--- config.mk ---
export PLATFORM = sky130hd
export DESIGN_NAME = fft_cplx_delay_line
export DESIGN_NICKNAME = d
export VERILOG_FILES = /design/src/rtl/fft_cplx_delay_line.sv
export SDC_FILE = /design/constraint.sdc
export NUM_CORES = 2
export LEC_CHECK = 0
export ABC_AREA = 1
export BUFFER_PORTS_ARGS = -buffer_cell sky130_fd_sc_hd__buf_2
export CELL_PAD_IN_SITES_DETAIL_PLACEMENT = 0
export CELL_PAD_IN_SITES_GLOBAL_PLACEMENT = 1
export CORE_ASPECT_RATIO = 1.75
export CORE_MARGIN = 2
export CORE_UTILIZATION = 45
export DETAILED_ROUTE_END_ITERATION = 8
export PLACE_DENSITY_LB_ADDON = 0.1
export SLEW_MARGIN = 20
export SYNTH_ARGS = -nofsm -noshare
export SYNTH_HDL_FRONTEND = slang
export SYNTH_SLANG_ARGS = --single-unit
--- constraint.sdc ---
create_clock -name clk -period 4.88 [get_ports clk]
set_input_delay 0.976 -clock clk [delete_from_list [all_inputs] [get_ports clk]]
set_output_delay 0.976 -clock clk [all_outputs]
set_load 0.02 [all_outputs]
--- src/rtl/fft_cplx_delay_line.sv ---
// Complex delay line for the SDF FFT: runtime length 1..MAX_DELAY on a circular RAM.
// Build option FFT_DELAY_ZERO_FILL_EN forces x_out to zero while out_valid is low.
module fft_cplx_delay_line #(
  parameter int unsigned DATA_W    = 16,
  parameter int unsigned MAX_DELAY = 64,
  parameter int unsigned LEN_W     = $clog2(MAX_DELAY + 1)
) (
  input  logic              clk,
  input  logic              rst,
  input  logic              enable,
  input  logic [LEN_W-1:0]  delay_len,
  input  logic [DATA_W-1:0] x_in_re,
  input  logic [DATA_W-1:0] x_in_im,
  output logic [DATA_W-1:0] x_out_re,
  output logic [DATA_W-1:0] x_out_im,
  output logic              out_valid,
  output logic              len_err
);

  localparam int unsigned PTR_W = (MAX_DELAY > 1) ? $clog2(MAX_DELAY) : 1;
  localparam int unsigned SMP_W = 2 * DATA_W;

  logic [SMP_W-1:0] mem [MAX_DELAY];

  logic [PTR_W-1:0] wr_ptr;
  logic [PTR_W-1:0] wr_ptr_nxt;
  logic [PTR_W-1:0] rd_ptr;
  logic [LEN_W-1:0] len_q;
  logic [LEN_W-1:0] fill_cnt;
  logic [LEN_W-1:0] fill_nxt;
  logic [LEN_W-1:0] l_eff;
  logic [LEN_W-1:0] lag;
  logic [LEN_W-1:0] wr_ext;
  logic [LEN_W-1:0] rd_ext;
  logic             len_chg;
  logic             valid_nxt;
  logic             err_nxt;
  logic [SMP_W-1:0] smp_in;
  logic [SMP_W-1:0] smp_rd;
  logic [SMP_W-1:0] smp_nxt;

  // Effective length: 0 behaves as 1, oversize lengths clamp to the buffer depth
  always_comb begin
    l_eff   = delay_len;
    err_nxt = 1'b0;
    if (delay_len == '0) begin
      l_eff   = LEN_W'(1);
      err_nxt = 1'b1;
    end else if (delay_len > LEN_W'(MAX_DELAY)) begin
      l_eff   = LEN_W'(MAX_DELAY);
      err_nxt = 1'b1;
    end
  end

  // Read address = wr_ptr - (L_eff-1) mod MAX_DELAY; modular overflow of the
  // intermediate sum is harmless because the final result is below MAX_DELAY
  always_comb begin
    lag    = l_eff - LEN_W'(1);
    wr_ext = LEN_W'(wr_ptr);
    if (wr_ext >= lag) begin
      rd_ext = wr_ext - lag;
    end else begin
      rd_ext = wr_ext + LEN_W'(MAX_DELAY) - lag;
    end
    rd_ptr  = PTR_W'(rd_ext);
    smp_in  = {x_in_re, x_in_im};
    smp_rd  = mem[rd_ptr];
    smp_nxt = (l_eff == LEN_W'(1)) ? smp_in : smp_rd;
  end

  // Pointer advance and priming control; a length change restarts priming
  always_comb begin
    len_chg    = (delay_len != len_q);
    wr_ptr_nxt = wr_ptr;
    fill_nxt   = fill_cnt;
    valid_nxt  = out_valid;
    if (enable) begin
      wr_ptr_nxt = (wr_ptr == PTR_W'(MAX_DELAY - 1)) ? '0 : wr_ptr + PTR_W'(1);
    end
    if (len_chg) begin
      fill_nxt  = '0;
      valid_nxt = 1'b0;
    end else if (enable) begin
      if (fill_cnt < l_eff) begin
        fill_nxt = fill_cnt + LEN_W'(1);
      end
      if (fill_nxt >= l_eff) begin
        valid_nxt = 1'b1;
      end
    end
  end

  // Sample storage, deliberately without reset
  always_ff @(posedge clk) begin
    if (enable) begin
      mem[wr_ptr] <= smp_in;
    end
  end

  always_ff @(posedge clk or posedge rst) begin
    if (rst) begin
      wr_ptr    <= '0;
      fill_cnt  <= '0;
      len_q     <= '0;
      out_valid <= 1'b0;
      len_err   <= 1'b0;
      x_out_re  <= '0;
      x_out_im  <= '0;
    end else begin
      wr_ptr    <= wr_ptr_nxt;
      fill_cnt  <= fill_nxt;
      len_q     <= delay_len;
      out_valid <= valid_nxt;
      len_err   <= err_nxt;
`ifdef FFT_DELAY_ZERO_FILL_EN
      if (!valid_nxt) begin
        x_out_re <= '0;
        x_out_im <= '0;
      end else if (enable) begin
        {x_out_re, x_out_im} <= smp_nxt;
      end
`else
      if (enable) begin
        {x_out_re, x_out_im} <= smp_nxt;
      end
`endif
    end
  end

endmodule

==> qor.yml <==
start_util: 0.452
setup_tns_ps: 0
synthCells: 8440
critPathKind: "input port to flip-flop"
area_growth_pct: 13.8
cts_buffer_depth: 4
synthesis.nets: 8505
fillers: 17557
cp_data_required_time_ps: 5630
final_antenna_net_count: 0
cp-start-kind: "input port"
hold_violations: 0
max_freq_ghz: 0.254
core_um2: 198000
grt_setup_unrepaired: "no"
die_area_um2: 202000
crit_chain: "buf_2, nor2_1, nand2_1, o21ai_2, inv_1, ha_1, inv_1, fa_4, inv_8, buf_12, buf_4, o21ai_0, o21ai_0, nand2_1, nand3_1, nand3_1, nand3_1, nand3_1, a21oi_1"
top_layer_used: "met5"
met1_length_mm: 111
synth_ff_type: "edfxtp_1"
irDropWorstVdd_mv: 0.386
routed_wl_mm: 279
die_x_um: 341
maxSlewViolCount: 0
yosys.area.top_type: "edfxtp_1"
maxCapViolations: 0
drc: 0
initialDrtViolationCount: 5695
dpl.cell_count: 11050
io_buffer_count: 75
rows: 216
postCtsSetupBuffers: 0
avgSynthCellArea_um2: 10.6
power.density_nw_per_um2: 596
drt-pass1-iter-count: 6
slowest_delay_ps: 700
hold_path_class: "input port to async pin"
slew_headroom: 0.272
wl_met3_mm: 14.5
finalNetCount: 8701
route.detailed.vias_per_inst: 5.34
yosys_warnings: 0
wl_per_cell_um: 24.4
ctsRootBufferMaster: "clkbuf_16"
clk_pin_slew_worst_paths_ps: 60
async_flop_share: 0.0257
synth_cell_types: 32
fin_skew_ps: 48.6
tightest_slew_ps: 1090
grt_pass1_vias: 59425
grt_max_degree: 112
period_needed_ps: 3930
drive_above_1_share: 0.0914
synth_area_leaders: "edfxtp_1 (69%), nand2_1 (12%), nand3_1 (4.9%), inv_1 (3.5%), nor2_1 (3.0%)"
layoutNonFillerInstCount: 11407
yosysTopAreaCellShare: 0.688
grt_pass1_wl_mm: 407
numCtsBuffers: 200
hpwl_mm: 168
crit_arrival_ps: 4680
period_share: 0.806
clkSinkCount: 2102
vias: 60937
setup_violations: 0
antenna_found_initial: 12
holdBufCountCts: 0
ys_ff_latch: 2102
slowest_stage: "fa_4"
gp_congestion: 0.830
cts_tree: "yes"
synth-edff-count: 2048
crit_path_end_kind: "flip-flop"
critical_path.startpoint: "delay_len[4]"
leakage_nw: 40.4
outcome: "complete, no violations"
clkLatencyLatePin_ps: 870
path_max_fanout: 22
syn_area_um2: 89400
timing.rr.start: "wr_ptr[1]"
dieHeight_um: 593
ys_seq_area_frac: 0.703
ios: 76
wl_met2_mm: 145
grt_use_total: 0.273
htree_num_levels: 4
cp_common_cell: "nand3_1"
cts_resized: 0
grt-ovfl-total: 0
-- cell type report --
cell class	instances	area, um^2	share of cell area
diodes	2	5.00	0.0000492
clock buffers	257	5420	0.0533
clock inverters	98	721	0.00709
inverters	825	3120	0.0307
multi-input cells	5054	21800	0.214
flip-flops and latches	2102	62900	0.618
well taps	2616	3270	0.0322
repair buffers	453	4490	0.0442
-- sequential cells by signal, indices dropped and copies added, names as in the netlist --
| name | cells |
|---|---|
| x_out_im | 16 |
| out_valid | 1 |
| x_out_re | 16 |
| mem | 2048 |
| len_err | 1 |
| fill_cnt | 7 |
| wr_ptr | 6 |
| len_q | 7 |
-- critical path: cells and delay by family --
kind,cells,cell delay (ps)
AO/OA/AOI/OAI,4,680
adder cells (fa/ha/maj),2,1010
AND/OR/NAND/NOR,7,930
buffers and inverters,6,1010
-- per-layer routing --
metal | global-route usage | up-vias
met5 | 0 | -
li1 | - | 28332
met2 | 0.491 | 1809
met3 | 0.0311 | 490
met1 | 0.345 | 30302
met4 | 0.0813 | 4
-- synth_stat cells (all sizes together), types with 3 or more instances --
master / count
xnor2: 6
buf: 257
dfrtp: 54
o21ai: 562
ha: 22
nor3: 4
nand3: 870
inv: 823
nand3b: 3
nand4: 7
nor2: 718
nand2: 2770
clkbuf: 202
xor2: 14
edfxtp: 2048
a21oi: 72
-- cell usage in the layout (no fill, tap or decap), drive strengths merged --
master / n
clkinv: 87
a31oi: 1
nor2: 718
nor3: 4
buf: 453
nand4: 7
diode: 2
and2: 1
nand2: 2770
xor2: 14
xnor2: 6
fa: 1
ha: 22
clkinvlp: 1
o21ai: 562
a211oi: 1
nand3: 870
nor4: 1
nand3b: 3
dfrtp: 54
a21oi: 72
edfxtp: 2048
o2111ai: 1
bufinv: 11
clkbuf: 257
inv: 824
-- cells by family after synthesis --
| group | Yosys count | synth area share |
|---|---|---|
| adder cells (fa/ha/maj) | 23 | 0.00330 |
| AND/OR/NAND/NOR | 4374 | 0.196 |
| AO/OA/AOI/OAI | 637 | 0.0358 |
| XOR/XNOR | 20 | 0.00213 |
| buffers and inverters | 1284 | 0.0590 |
| flip-flops | 2102 | 0.703 |
-- through the flow --
| stage | total power (W) | util | setup slack, ps | hold WS, ps | instance area, um^2 |
|---|---|---|---|---|---|
| after CTS | 0.0610 | 0.515 | 969 | 210 | 102000 |
| after global routing | 0.0636 | 0.515 | 772 | 261 | 102000 |
| final | 0.0606 | 0.515 | 948 | 230 | 102000 |
| after detailed placement | 0.0460 | 0.483 | 110 | 474 | 95500 |
| after floorplan | 0.0342 | - | 887 | 514 | 89400 |
| after global placement | 0.0460 | 0.483 | 90.7 | 484 | 95500 |
-- power breakdown --
part           switching, W  internal, W  leakage [nW]
Combinational        0.0170      0.00757          18.3
Sequential         0.000416       0.0205          19.1
Clock               0.00672      0.00837          3.04
-- worst paths after layout --
check                                     to  slack, ps  depth (start not counted)
worst max-delay path            x_out_re[12]        950                         19
worst min-delay path                len_q[6]        230                          2
worst max register to register  x_out_re[11]       1270                         13
worst min register to register   x_out_im[0]        490                          2
max in group asynchronous       x_out_re[12]       3390                          3
min in group clk                    len_q[4]        300                          1
Note: power is estimated with default switching activity, not from simulation.
